==> src/rtl/t03_mem_pkg.sv <==
// Shared types, arbitration-mode constants and the load-extend helper
// for the memory request arbiter.
package t03_mem_pkg;

    typedef enum logic [1:0] {BYTE = 2'b00, HALF = 2'b01, WORD = 2'b10, RSVD = 2'b11} size_t;
    typedef enum logic [1:0] {IDLE = 2'b00, BUS = 2'b01, DONE = 2'b10} state_t;

    localparam int ARB_FIXED = 0;
    localparam int ARB_RR    = 1;

    // Widest bus the helper supports; callers cast in and out of this width.
    localparam int MAX_DATA_W = 256;
    localparam int MAX_OFF_W  = 5;

    function automatic logic [MAX_DATA_W-1:0] load_extend(
        input logic [MAX_DATA_W-1:0] lane_data,
        input logic [MAX_OFF_W-1:0]  offset,
        input size_t                 size,
        input logic                  is_unsigned
    );
        logic [MAX_DATA_W-1:0] shifted;
        logic [MAX_DATA_W-1:0] result;
        shifted = lane_data >> {offset, 3'b000};
        case (size)
            BYTE:    result = {{(MAX_DATA_W-8){shifted[7] & ~is_unsigned}}, shifted[7:0]};
            HALF:    result = {{(MAX_DATA_W-16){shifted[15] & ~is_unsigned}}, shifted[15:0]};
            default: result = {{(MAX_DATA_W-32){shifted[31] & ~is_unsigned}}, shifted[31:0]};
        endcase
        return result;
    endfunction

endpackage

==> src/rtl/t03_mem_req_arbiter_arb.sv <==
// Grant selection across N_CH requestors: fixed priority or round-robin
// with a pointer holding the most recent grant.
module t03_req_arbiter
    import t03_mem_pkg::*;
#(
    parameter int N_CH     = 2,
    parameter int ARB_MODE = ARB_FIXED,
    localparam int GW      = (N_CH > 1) ? $clog2(N_CH) : 1
) (
    input  logic            clk,
    input  logic            rst,
    input  logic [N_CH-1:0] req,
    input  logic            advance,
    output logic [GW-1:0]   grant,
    output logic            grant_valid
);

    logic [GW-1:0] r_ptr;

    always_comb begin
        // NOTE: every output gets a default first so no path can infer a latch.
        grant       = '0;
        grant_valid = 1'b0;
        if (ARB_MODE == ARB_RR) begin
            for (int k = 1; k <= N_CH; k++) begin
                if (!grant_valid && req[(int'(r_ptr) + k) % N_CH]) begin
                    grant       = GW'((int'(r_ptr) + k) % N_CH);
                    grant_valid = 1'b1;
                end
            end
        end else begin
            for (int k = 0; k < N_CH; k++) begin
                if (!grant_valid && req[k]) begin
                    grant       = GW'(k);
                    grant_valid = 1'b1;
                end
            end
        end
    end

    // Reset to the last channel so the first search starts at ch0.
    always_ff @(posedge clk or negedge rst) begin
        if (!rst) begin
            r_ptr <= GW'(N_CH - 1);
        end else if (advance && grant_valid) begin
            r_ptr <= grant;
        end
    end

endmodule

==> src/rtl/t03_mem_req_arbiter.sv <==
// Multi-channel CPU memory request unit: arbitrates requestors onto one
// ack-handshaked bus with sub-word lanes, load extension and timeout.
module t03_mem_req_arbiter
    import t03_mem_pkg::*;
#(
    parameter int ADDR_W   = 32,
    parameter int DATA_W   = 32,
    parameter int N_CH     = 2,
    parameter int ARB_MODE = ARB_FIXED,
    parameter int TIMEOUT  = 255
) (
    input  logic                     clk,
    input  logic                     rst,
    input  logic [N_CH-1:0]          req_valid,
    input  logic [N_CH-1:0]          req_write,
    input  logic [N_CH*ADDR_W-1:0]   req_addr,
    input  logic [N_CH*DATA_W-1:0]   req_wdata,
    input  logic [N_CH*2-1:0]        req_size,
    input  logic [N_CH-1:0]          req_unsigned,
    output logic [N_CH-1:0]          ch_busy,
    output logic [N_CH-1:0]          ch_done,
    output logic [N_CH-1:0]          ch_err,
    output logic [DATA_W-1:0]        ch_rdata,
    output logic                     bus_read,
    output logic                     bus_write,
    output logic [ADDR_W-1:0]        bus_addr,
    output logic [DATA_W-1:0]        bus_wdata,
    output logic [DATA_W/8-1:0]      bus_sel,
    input  logic                     bus_ack,
    input  logic [DATA_W-1:0]        bus_rdata
);

    localparam int NB    = DATA_W / 8;
    localparam int OFF_W = $clog2(NB);
    localparam int GW    = (N_CH > 1) ? $clog2(N_CH) : 1;
    localparam int TW    = (TIMEOUT > 0) ? $clog2(TIMEOUT + 1) : 1;

    state_t              r_state, w_state_nxt;
    logic [GW-1:0]       r_grant, w_grant;
    logic                w_grant_valid;
    logic [ADDR_W-1:0]   r_addr, w_sel_addr;
    size_t               r_size, w_sel_size;
    logic [DATA_W-1:0]   r_wdata, r_rdata;
    logic                r_unsigned, r_write, r_err;
    logic [TW-1:0]       r_timer;
    logic                w_misalign, w_timeout, w_in_bus;
    logic [NB-1:0]       w_mask;

    t03_req_arbiter #(.N_CH(N_CH), .ARB_MODE(ARB_MODE)) u_arb (
        .clk         (clk),
        .rst         (rst),
        .req         (req_valid),
        .advance     (r_state == IDLE),
        .grant       (w_grant),
        .grant_valid (w_grant_valid)
    );

    assign w_sel_addr = req_addr[int'(w_grant)*ADDR_W +: ADDR_W];
    assign w_sel_size = size_t'(req_size[int'(w_grant)*2 +: 2]);
    assign w_misalign = (w_sel_size == RSVD)
                     || (w_sel_size == HALF && w_sel_addr[0])
                     || (w_sel_size == WORD && w_sel_addr[1:0] != 2'b00);
    // An ack in the timeout cycle takes precedence over the error.
    assign w_timeout  = (TIMEOUT != 0) && (r_timer == TW'(TIMEOUT)) && !bus_ack;

    always_comb begin
        w_state_nxt = r_state;
        case (r_state)
            IDLE:    if (w_grant_valid) w_state_nxt = w_misalign ? DONE : BUS;
            BUS:     if (bus_ack || w_timeout) w_state_nxt = DONE;
            DONE:    w_state_nxt = IDLE;
            default: w_state_nxt = IDLE;
        endcase
    end

    always_ff @(posedge clk or negedge rst) begin
        if (!rst) begin
            r_state    <= IDLE;
            r_grant    <= '0;
            r_addr     <= '0;
            r_size     <= BYTE;
            r_wdata    <= '0;
            r_rdata    <= '0;
            r_unsigned <= 1'b0;
            r_write    <= 1'b0;
            r_err      <= 1'b0;
            r_timer    <= '0;
        end else begin
            // NOTE: state registers use non-blocking assignments so every flop samples pre-edge values.
            r_state <= w_state_nxt;
            case (r_state)
                IDLE: begin
                    if (w_grant_valid) begin
                        r_grant    <= w_grant;
                        r_addr     <= w_sel_addr;
                        r_size     <= w_sel_size;
                        r_wdata    <= req_wdata[int'(w_grant)*DATA_W +: DATA_W];
                        r_unsigned <= req_unsigned[w_grant];
                        r_write    <= req_write[w_grant];
                        r_err      <= w_misalign;
                        r_timer    <= '0;
                        r_rdata    <= '0;
                    end
                end
                BUS: begin
                    if (bus_ack) begin
                        r_rdata <= DATA_W'(load_extend(MAX_DATA_W'(bus_rdata),
                                                       MAX_OFF_W'(r_addr[OFF_W-1:0]),
                                                       r_size, r_unsigned));
                    end else if (w_timeout) begin
                        r_err <= 1'b1;
                    end else begin
                        r_timer <= r_timer + 1'b1;
                    end
                end
                default: ;
            endcase
        end
    end

    assign w_in_bus  = (r_state == BUS);
    assign bus_read  = w_in_bus & ~r_write;
    assign bus_write = w_in_bus &  r_write;

    always_comb begin
        case (r_size)
            BYTE:    w_mask = NB'(1);
            HALF:    w_mask = NB'(3);
            default: w_mask = NB'(15);
        endcase
    end

    always_comb begin
        bus_addr  = '0;
        bus_sel   = '0;
        bus_wdata = '0;
        if (w_in_bus) begin
            bus_addr = r_addr & ~ADDR_W'(NB - 1);
            bus_sel  = w_mask << r_addr[OFF_W-1:0];
            case (r_size)
                BYTE:    bus_wdata = {NB{r_wdata[7:0]}};
                HALF:    bus_wdata = {(NB/2){r_wdata[15:0]}};
                default: bus_wdata = {(DATA_W/32){r_wdata[31:0]}};
            endcase
        end
    end

    assign ch_done  = (r_state == DONE) ? (N_CH'(1) << r_grant) : '0;
    assign ch_err   = ch_done & {N_CH{r_err}};
    assign ch_busy  = req_valid & ~ch_done;
    assign ch_rdata = r_rdata;

endmodule

==> config.mk <==
export PLATFORM = sky130hd
export DESIGN_NAME = t03_mem_req_arbiter
export DESIGN_NICKNAME = d
export VERILOG_FILES = /design/src/rtl/t03_mem_pkg.sv /design/src/rtl/t03_mem_req_arbiter_arb.sv /design/src/rtl/t03_mem_req_arbiter.sv
export SDC_FILE = /design/constraint.sdc
export NUM_CORES = 1
export LEC_CHECK = 0
export BUFFER_PORTS_ARGS = -buffer_cell sky130_fd_sc_hd__buf_2
export CORE_ASPECT_RATIO = 1.75
export CORE_UTILIZATION = 43
export DETAILED_ROUTE_END_ITERATION = 16
export PLACE_DENSITY = 0.86
export SYNTH_ARGS = -nofsm -noshare
export SYNTH_HDL_FRONTEND = slang
export SYNTH_SLANG_ARGS = --single-unit
==> constraint.sdc <==
create_clock -name clk -period 1.55 [get_ports clk]
set_input_delay 0.0775 -clock clk [delete_from_list [all_inputs] [get_ports clk]]
set_output_delay 0.0775 -clock clk [all_outputs]
set_load 0.1 [all_outputs]
==> key figures, run 1 <==
Placed design
  – Final Wtd Congestion: 0.818
  – Buffers on Ports: around 280
  – Pre-CTS WS: -0.166 ns
  – DP HPWL: 15.9 mm
  – DP Cell Count: 1119

Synthesis
  – Syn avg cell area: ~9.5 µm²
  – Synth cell types: 50
  – Most common flop cell mapped by yosys: dfrtp_1
  – Asr flop ratio synth: 100%
  – Top post-synthesis cells by area: dfrtp_1 45%, mux2i_1 16%, o21ai_0 7.6%
  – Cell taking the most area after synthesis: dfrtp_1
  – Cell Area, Synth: 0.00629 mm²
  – Sequential share of the synthesized area: roughly 45%
  – Yosys top cell area share: about 45%
  – Cells after synthesis: around 670
  – Syn. warnings: 0
  – Flops & latches, synth: ~110
  – Number of synthesized flops with an enable pin: 0

Layout
  – Post-layout util: about four fifths
  – Total area of sequential cells: between 0.002 and 0.003 mm²
  – Layout cells sized above 1: a little under three fifths
  – Antenna Cells: 0
  – Most frequent cells in the layout: 203 x buf_2, 109 x dfrtp_1, 88 x buf_12, 87 x mux2i_1, 70 x nand2_1
  – Layout Cells excl Fill: around 1200
  – Filler Cell Count: 805
  – Multi-input gate area: a little over 0.004 mm²
  – Nets: between 1000 and 1500
  – Commonest non-fill, non-tap cell in the layout: buf_2
  – Area delta synth->final: 79.0%

GRT
  – Initial antenna violation count: 0
  – Largest net degree at the start of global routing: 109
  – GR Layer Usage met1: 32.0%
  – Grt peak-use layer: met2
  – Final global-route overflow total: 0
  – Met2 usage: 54.8%
  – Global-route wire length before repair: about 35 mm
  – Gr usage total: roughly 30%
  – Met3 GRT Util: 5.48%
  – Vias in the first global route: 6906

Clocking
  – Clock sinks: 112
  – Htree depth: 3
  – CTS clk-pin slew, worst paths: about 0.08 ns
  – TritonCTS clock tree: built
  – CTS Buffer Depth: 2
  – Total CTS buffers: 9
  – CTS root buf: clkbuf_16
  – Worst skew pair latency: between 0.3 and 0.4 ns

STA
  – Final Hold Slack: -0.00404 ns
  – Rel. slew slack: about three fifths
  – Final setup TNS: -24.88 ns
  – PnR worst setup slack: -0.250 ns
  – Max Fclk: ~560 MHz
  – Setup Skew: approximately 0.012 ns
  – Slew @ Worst Pin: 0.566 ns
  – Fin crit share: 116%
  – RSZ-0062 raised after global routing: true
  – Fin. Hold Viols: 3
  – Tmin final: ~1.8 ns
  – Slew Limit Fails: 0
  – Final setup fails: 173

Pwr
  – Leak: around 5.4 nW
  – VDD IR max: approximately 1.3 mV
  – Power Dens Cells: approximately 2300 mW/mm²

Detailed routing
  – Final ANT Viol Nets: 0
  – Vias: between 6000 and 7000
  – WL final: between 20 and 30 mm
  – Remaining DRCs: 0
  – First-pass iteration count of the detailed router: 5
  – Vias per Instance: between 5 and 6
  – DR WL/cell: 21.9 µm
  – Initial DRC Count: approximately 420

Outcome
  – Status: finished, violations left
  – Violated checks: hold timing, setup timing

Floorplanning
  – Initial Util: between 40% and 50%
  – Die footprint: 0.0151 mm²
  – Row cnt: 58
  – Die H: ~160 µm
  – Die width: 93.5 µm
  – Core footprint: 0.0143 mm²
  – I/O pin count: 281

Critical path
  – CP max FO: 5
  – WP data arrival: between 1.5 and 2 ns
  – WP data required: 1.47 ns
  – Worst setup path class: reg2out
  – Crit. End Element: primary output
  – Startpoint Class: register

Run
  – Max cap viols: 0

Hold path
  – Hold crit path type: in2reg
==> path summary, 6_finish.rpt <==
check / endpoint / slack (ns) / startpoint / cells past startpoint
setup / recovery: bus_wdata[15] / -0.25 / r_size[1]$_DFFE_PN0P_ / 6
hold reg to reg: r_addr[2]$_DFFE_PN0P_ / 0.48 / r_addr[2]$_DFFE_PN0P_ / 2
min in group asynchronous: ch_rdata[29]$_DFFE_PN0P_ / 0.20 / rst / 2
hold / removal: r_addr[28]$_DFFE_PN0P_ / -0.004 / req_addr[28] / 3
setup reg to reg: ch_rdata[27]$_DFFE_PN0P_ / -0.19 / r_addr[1]$_DFFE_PN0P_ / 5
max in group asynchronous: r_wdata[12]$_DFFE_PN0P_ / 0.71 / rst / 3
==> sequential cells by signal, summed over array words and instances (netlist names) <==
signal	flops
r_size	2
r_write	1
r_err	1
ch_rdata	32
r_addr	32
r_unsigned	1
r_timer	8
r_wdata	32
r_state	2
r_grant	1
==> through the flow <==
| stage | area, µm² | total power [mW] |
|---|---|---|
| floorplan | 6820 | 15.4 |
| global placement | 9680 | 19.4 |
| detailed placement | 9680 | 19.8 |
| CTS | 10700 | 23.9 |
| global route | 11300 | 27.3 |
| finish | 11300 | 26.4 |
==> synthesized netlist by cell type (all sizes together), types with 2 or more instances <==
cell / count
nor3: 5
dfrtp: 112
nand2b: 2
mux2i: 100
a211oi: 4
mux2: 9
and2: 42
nor4: 3
buf: 26
o21ai: 97
nand3b: 10
nand3: 11
inv: 3
a21oi: 28
a22o: 8
o211ai: 3
nor2: 36
o31ai: 2
or3: 3
clkbuf: 27
nor2b: 3
a221o: 16
or2: 2
nor3b: 3
nand2: 96
==> repair_timing <==
action	4_1_cts	5_1_grt
hold endpoints to repair	33	0
setup buffers	22	9
gates resized for setup	87	132
gates cloned	5	12
hold buffers	9	0
pin swaps	26	13
setup endpoints to repair	147	175
==> power breakdown <==
part	leakage [nW]	internal, mW	switching, mW
combinational	3.88	7.08	11.6
sequential	1.43	4.14	1.26
clock	0.140	1.16	1.17
total	5.44	12.4	14.0
==> cell families after synthesis <==
family	share of synthesized area, %
simple gates	17.1
compound gates	15.9
flops	44.5
mux	17.9
buf+inv	4.23
fa+ha+maj	0.199
other cells	0.0596
xor+xnor	0.139
==> cell type report <==
class,count,share of cell area [%]
Clock buffer,11,2.16
Timing Repair Buffer,380,33.7
Clock inverter,5,0.355
Multi-Input combinational cell,499,36.7
Inverter,3,0.144
Sequential cell,112,24.9
Tap cell,180,2.00
==> worst max-delay path: stages (launching register included) <==
cell and delay [ns]:
dfrtp_1 0.43, buf_6 0.17, buf_6 0.12, nor2_4 0.16, nand2_1 0.12, a21oi_4 0.17
buf_12 0.19
==> per-layer routing <==
layer,up-vias,routed length [µm]
met5,-,0
met4,0,1470
met3,105,1660
met2,411,14000
met1,3387,8910
li1,3027,-
Power figures use the tool's default switching activity.
==> run 2: changes to the inputs <==
--- a/config.mk
+++ b/config.mk
@@ -6,6 +6,7 @@
 export NUM_CORES = 1
 export LEC_CHECK = 0
 export BUFFER_PORTS_ARGS = -buffer_cell sky130_fd_sc_hd__buf_2
+export CAP_MARGIN = 20
 export CORE_ASPECT_RATIO = 1.75
 export CORE_UTILIZATION = 43
 export DETAILED_ROUTE_END_ITERATION = 16
==> constraint.sdc (replaced) <==
create_clock -name clk -period 1.6 [get_ports clk]
set_input_delay 0.08 -clock clk [delete_from_list [all_inputs] [get_ports clk]]
set_output_delay 0.08 -clock clk [all_outputs]
set_load 0.1 [all_outputs]
==> key figures, run 2 (synthesized netlist as in run 1, its figures left out) <==
Hold path
  – Startpoint of the worst hold path: req_addr[51]
  – Hold crit path type: in2reg
  – Hold path depth: 3 (unchanged)
  – Hold endpoint: r_addr[19]$_DFFE_PN0P_

STA
  – Slew @ Worst Pin: 0.781 ns (+0.215 ns)
  – PnR worst setup slack: -0.183 ns (+0.0670 ns)
  – Final setup fails: 94 (-46%)
  – Setup Skew: 0.0104 ns (-0.00122 ns)
  – Fin. Hold Viols: 0 (-3)
  – Final Hold Slack: 0.00750 ns (+0.0115 ns)
  – Tmin final: around 1.8 ns
  – RSZ-0062 raised after global routing: true
  – Fin crit share: 111%
  – Slew Limit Fails: 0 (unchanged)
  – Max Fclk: about 560 MHz
  – Rel. slew slack: 47.5% (-14 points)

Layout
  – Nets: 1161 (-1.5%)
  – Area delta synth->final: 72.6%
  – Commonest non-fill, non-tap cell in the layout: buf_2
  – Layout cells sized above 1: 52.8% (-3.1 points)
  – Most frequent cells in the layout: 203 x buf_2, 108 x dfrtp_1, 91 x mux2i_1, 90 x buf_12, 84 x nand2_1
  – Layout Cells excl Fill: 1173 (-1.4%)

Critical path
  – Worst reg2reg endpoint: ch_rdata[27]$_DFFE_PN0P_
  – CP cell instances: or2_4 -> buf_12 -> nand2_1 -> a21oi_4 -> buf_12
  – Slowest cell on the critical path: dfrtp_2
  – CP bufs+invs: 2 (-1)
  – WP data arrival: 1.70 ns (-0.02 ns)
  – Top cell by count, worst path: buf_12
  – Worst R2R Setup Slack: -0.14 ns (+0.05 ns)
  – CP max FO: 16 (+11)
  – FF-to-FF Start: r_state[1]$_DFFE_PN0P_
  – Worst setup path class: reg2out
  – Crit-path max cell delay: 0.46 ns (+0.03 ns)
  – Crit path launch: r_size[1]$_DFFE_PN0P_
  – Delay-heaviest family, CP: flip-flops
  – Reg2Reg Depth: 4 (-1)
  – Startpoint Class: register
  – WP data required: 1.52 ns (+0.05 ns)
  – Crit. End Element: primary output

Placed design
  – Pre-CTS WS: -0.165 ns (+0.000837 ns)
  – DP HPWL: 15.8 mm (-0.82%)
  – Buffers on Ports: 278 (unchanged)
  – DP Cell Count: 1117 (-0.18%)
  – Final Wtd Congestion: 0.882 (+7.9%)

Floorplanning
  – Die H: 162 µm (unchanged)
  – Row cnt: 58 (unchanged)
  – Die width: 93.5 µm (unchanged)
  – Die footprint: 0.0151 mm² (unchanged)
  – Initial Util: 44.0% (unchanged)
  – Core footprint: 0.0143 mm² (unchanged)
  – I/O pin count: 281 (unchanged)

GRT
  – Final global-route overflow total: 0 (unchanged)
  – Vias in the first global route: 6803 (-1.5%)
  – Gr usage total: 29.8% (-0.23 points)
  – Global-route wire length before repair: 34.5 mm (-0.99%)
  – Largest net degree at the start of global routing: 70 (-36%)
  – Initial antenna violation count: 1 (+1)

Pwr
  – Power Dens Cells: 2200 mW/mm² (-6.1%)
  – Overall power: 23.9 mW (-9.4%)
  – Leak: 5.27 nW (-3.3%)
  – VDD IR max: 1.34 mV (+1.9%)

Detailed routing
  – First-pass iteration count of the detailed router: 5 (unchanged)
  – Initial DRC Count: 372 (-11%)
  – DR WL/cell: 20.3 µm (-7.2%)
  – Final ANT Viol Nets: 0 (unchanged)
  – WL final: 23.8 mm (-8.5%)
  – Remaining DRCs: 0 (unchanged)
  – Vias per Instance: 5.66 (-2.8%)
  – Vias: 6639 (-4.2%)

Clocking
  – Total CTS buffers: 9 (unchanged)
  – Worst skew pair latency: 0.35 ns (about the same)
  – CTS root buf: clkbuf_16
  – TritonCTS clock tree: built
  – Clock sinks: 112 (unchanged)
  – CTS Buffer Depth: 2 (unchanged)
  – CTS clk-pin slew, worst paths: 0.08 ns (about the same)
  – Htree depth: 3 (unchanged)

Outcome
  – Status: finished, violations left
  – Violated checks: setup timing

Run
  – Max cap viols: 0 (unchanged)
[run 2: cell types whose count changed in the layout (fill, tap and decap cells not counted), moves of 8 or more]
cell,before,now
o21ai_0,42,68
o21ai_1,41,25
nand2_1,70,84
buf_4,53,41
and2_4,32,22
and2_2,10,19
o21ai_2,11,3
[run 2: stage by stage]
step,TNS (ns),cell area [µm²],util (%)
final,-10.40,10900,76.0
after global routing,-15.18,10900,76.0
after CTS,-7.64,10500,73.3
after detailed placement,-5.34,9650,67.5
after global placement,-1.39,9650,67.5
after floorplan,-3.00,6790,-
[run 2: where the power goes]
| group | internal (mW) | switching (mW) | total (mW) |
|---|---|---|---|
| Sequential | 4.01 | 1.09 | 5.10 |
| Combinational | 6.06 | 10.6 | 16.6 |
| Clock | 1.11 | 1.08 | 2.19 |
[run 2: final cells by class]
cell class,instances,area (µm²)
Clock buffer,10,239
Tap cell,180,225
Antenna cell,1,2.50
Multi-Input combinational cell,500,3920
Clock inverter,6,41.3
Inverter,3,16.3
Fill cell,911,3430
Sequential cell,112,2810
Timing Repair Buffer,361,3610
[run 2: routing by layer]
layer / vias to the layer above / share of wire, % / track usage (%)
met2: 333 / 56 / 54.1
met3: 77 / 5.0 / 4.68
li1: 2996 / - / -
met5: - / 0 / 0
met1: 3233 / 35 / 32.4
met4: 0 / 4.1 / 16.0
[run 2: tightest hold or removal path, delay by kind of cell]
kind                   cells  cell delay (ns)
AO/OA/AOI/OAI              1             0.11
buffers and inverters      1             0.07
multiplexers               1             0.06
[run 2: worst max-delay path by stage]
stage	endpoint	slack, ns	cells after the start
after CTS	bus_sel[0]	-0.15	5
final	bus_wdata[9]	-0.18	5
after detailed placement	ch_rdata[23]$_DFFE_PN0P_	-0.17	3
after floorplan	ch_err[1]	-0.40	3
after global placement	ch_rdata[23]$_DFFE_PN0P_	-0.06	3
after global routing	bus_sel[3]	-0.25	5
[run 2: what timing repair did]
action	4_1_cts	5_1_grt
buffers inserted	12	10
gates resized for setup	84	59
pin swaps	20	33
hold buffers	5	0
setup endpoints to repair	141	179
hold endpoints to repair	57	0
gates cloned	7	6
==> run 3: changes to the inputs <==
--- a/config.mk
+++ b/config.mk
@@ -8,9 +8,11 @@
 export BUFFER_PORTS_ARGS = -buffer_cell sky130_fd_sc_hd__buf_2
 export CAP_MARGIN = 20
 export CORE_ASPECT_RATIO = 1.75
+export CORE_MARGIN = 10
 export CORE_UTILIZATION = 43
 export DETAILED_ROUTE_END_ITERATION = 16
 export PLACE_DENSITY = 0.86
+export SETUP_SLACK_MARGIN = 0.15
 export SYNTH_ARGS = -nofsm -noshare
 export SYNTH_HDL_FRONTEND = slang
 export SYNTH_SLANG_ARGS = --single-unit
==> key figures, run 3 (synthesized netlist as in run 1, its figures left out) <==
Critical path
  – WP data required: 1.80 ns (+0.28 ns)
  – CP max FO: 8 (-8)
  – Worst R2R Setup Slack: -0.33 ns (-0.19 ns)
  – CP cell instances: buf_6 -> buf_8 -> buf_6 -> nor2_4 -> o21ai_4 -> buf_6 -> buf_8 -> nand3_2 -> o21ai_1
  – Worst reg2reg endpoint: ch_rdata[14]$_DFFE_PN0P_
  – Top cell by count, worst path: buf_6
  – Startpoint Class: register
  – Reg2Reg Depth: 9 (+5)
  – Crit-path max cell delay: 0.43 ns (-0.03 ns)
  – Worst setup path class: reg2reg
  – Slowest cell on the critical path: dfrtp_1
  – Crit. End Element: register
  – WP data arrival: 2.13 ns (+0.43 ns)
  – FF-to-FF Start: r_state[1]$_DFFE_PN0P_

Layout
  – Area delta synth->final: 95.3%
  – Layout cells sized above 1: 68.3% (+15 points)
  – Commonest non-fill, non-tap cell in the layout: buf_2
  – Total area of sequential cells: 0.00281 mm² (unchanged)
  – Post-Layout Inst Area: 0.0123 mm² (+13%)
  – Multi-input gate area: 0.00472 mm² (+20%)
  – Nets: 1207 (+4.0%)
  – Post-layout util: 85.5% (+9.5 points)
  – Filler Cell Count: 665 (-27%)
  – Most frequent cells in the layout: 203 x buf_2, 108 x dfrtp_1, 95 x buf_12, 87 x mux2i_1, 50 x o21ai_2

STA
  – Final Hold Slack: -0.00546 ns (-0.0130 ns)
  – Final setup TNS: -25.36 ns (-14.96 ns)
  – Tmin final: 1.93 ns (+0.148 ns)
  – Slew @ Worst Pin: 0.643 ns (-0.138 ns)
  – RSZ-0062 raised after global routing: true
  – Final setup fails: 180 (+91%)
  – Rel. slew slack: 56.9% (+9.4 points)
  – Setup Skew: 0.0109 ns (+0.000515 ns)
  – Fin crit share: 121% (+9.2 points)
  – PnR worst setup slack: -0.331 ns (-0.148 ns)
  – Fin. Hold Viols: 2 (+2)
  – Slew Limit Fails: 0 (unchanged)
  – Max Fclk: 518 MHz (-7.7%)

Pwr
  – Switching share of total power: 53.2% (-0.090 points)
  – VDD IR max: 1.45 mV (+8.0%)
  – Power Dens Cells: 2330 mW/mm² (+5.7%)
  – P_sw: 15.2 mW (+19%)
  – Clock share of power: 7.7% (-1.5 points)
  – Sequential share of power: 19.2% (-2.1 points)
  – Combinational share of power: 73.1% (+3.6 points)
  – Internal: 13.4 mW (+20%)
  – Leak: 5.91 nW (+12%)

Detailed routing
  – Initial DRC Count: 603 (+62%)
  – Final ANT Viol Nets: 0 (unchanged)
  – DR WL/cell: 27.3 µm (+34%)
  – First-pass iteration count of the detailed router: 8 (+3)
  – Vias: 7478 (+13%)
  – WL final: 33.3 mm (+40%)
  – Vias per Instance: 6.13 (+8.3%)
  – Remaining DRCs: 0 (unchanged)

Clocking
  – Worst skew pair latency: 0.36 ns (about the same)
  – Total CTS buffers: 9 (unchanged)
  – CTS Buffer Depth: 2 (unchanged)
  – Htree depth: 3 (unchanged)
  – CTS clk-pin slew, worst paths: 0.08 ns (about the same)
  – CTS root buf: clkbuf_16
  – Clock sinks: 112 (unchanged)
  – TritonCTS clock tree: built

Floorplanning
  – Initial Util: 43.8% (-0.22 points)
  – Row cnt: 58 (unchanged)
  – Core footprint: 0.0144 mm² (+0.51%)
  – Die footprint: 0.0201 mm² (+33%)
  – Die H: 180 µm (+11%)
  – I/O pin count: 281 (unchanged)
  – Die width: 111 µm (+19%)

GRT
  – Vias in the first global route: 7265 (+6.8%)
  – Global-route wire length before repair: 38.9 mm (+13%)
  – Gr usage total: 23.9% (-5.9 points)
  – Largest net degree at the start of global routing: 50 (-29%)
  – Final global-route overflow total: 0 (unchanged)
  – Initial antenna violation count: 4 (+3)

Hold path
  – Startpoint of the worst hold path: req_addr[49]
  – Hold endpoint: r_addr[17]$_DFFE_PN0P_
  – Hold path depth: 3 (unchanged)
  – Hold crit path type: in2reg

Placed design
  – Placed inst area: 0.00979 mm² (+1.4%)
  – Final Wtd Congestion: 0.866 (-1.8%)
  – Buffers on Ports: 278 (unchanged)
  – DP HPWL: 18.5 mm (+17%)

Outcome
  – Status: finished, violations left
  – Violated checks: hold timing, setup timing

Run
  – Max cap viols: 0 (unchanged)
==> run 3: worst max-delay path by stage <==
stage                                           to  depth (start not counted)              startpoint  slack [ns]
after floorplan                          ch_err[1]                          3  r_state[1]$_DFFE_PN0P_       -0.40
after global placement    ch_rdata[23]$_DFFE_PN0P_                          3   r_addr[1]$_DFFE_PN0P_       -0.11
after detailed placement  ch_rdata[23]$_DFFE_PN0P_                          3   r_addr[1]$_DFFE_PN0P_       -0.23
after CTS                               bus_sel[0]                          5  r_state[1]$_DFFE_PN0P_       -0.16
after global routing      ch_rdata[14]$_DFFE_PN0P_                          9  r_state[1]$_DFFE_PN0P_       -0.40
final                     ch_rdata[14]$_DFFE_PN0P_                          9  r_state[1]$_DFFE_PN0P_       -0.33
==> run 3: timing repair <==
item,CTS,global route
setup buffers,20,23
gates cloned,4,28
setup endpoints to repair,184,185
resized for setup,119,284
pin swaps,29,88
hold endpoints to repair,117,1
hold buffers,6,1
==> run 3: final cells by class <==
cell class	instances	share of cell area [%]
diodes	3	0.0611
clock buffers	10	1.86
clock inverters	5	0.275
inverters	3	0.153
multi-input cells	502	38.4
flip-flops and latches	112	22.8
well taps	180	1.83
repair buffers	405	34.6
==> run 3: per-stage QoR <==
stage / total power [mW] / cells / worst slack (ns) / hold slack, ns
6_report: 28.6 / 1220 / -0.331 / -0.00546
3_5_place_dp: 19.6 / 1120 / -0.232 / -0.0309
4_1_cts: 23.4 / 1165 / -0.157 / 0.00346
2_1_floorplan: 15.2 / 666 / -0.398 / -0.216
3_3_place_gp: 19.2 / 1120 / -0.113 / -0.0286
5_1_grt: 29.4 / 1219 / -0.399 / 0.00116
==> run 3: metal layers <==
layer	wire (µm)	GRT usage, %	vias up
met2	17200	44.0	560
li1	-	-	3110
met4	2880	11.4	2
met3	2690	7.00	186
met5	15	0	-
met1	10400	23.6	3620
==> run 3: power groups by stage <==
stage	Sequential, mW	Combinational, mW	Clock [mW]
after floorplan	6.67	8.53	0
after global placement	4.89	14.4	0
after detailed placement	4.98	14.6	0
after CTS	4.99	16.3	2.14
after global routing	5.58	21.5	2.31
final	5.49	20.9	2.19
==> run 3: critical path, delay by kind of cell, from the launching register on <==
kind                   cells  cell delay (ns)
AOI/OAI and AO/OA          2             0.35
buffers and inverters      5             0.71
DFF                        1             0.43
and+or+nand+nor            2             0.27
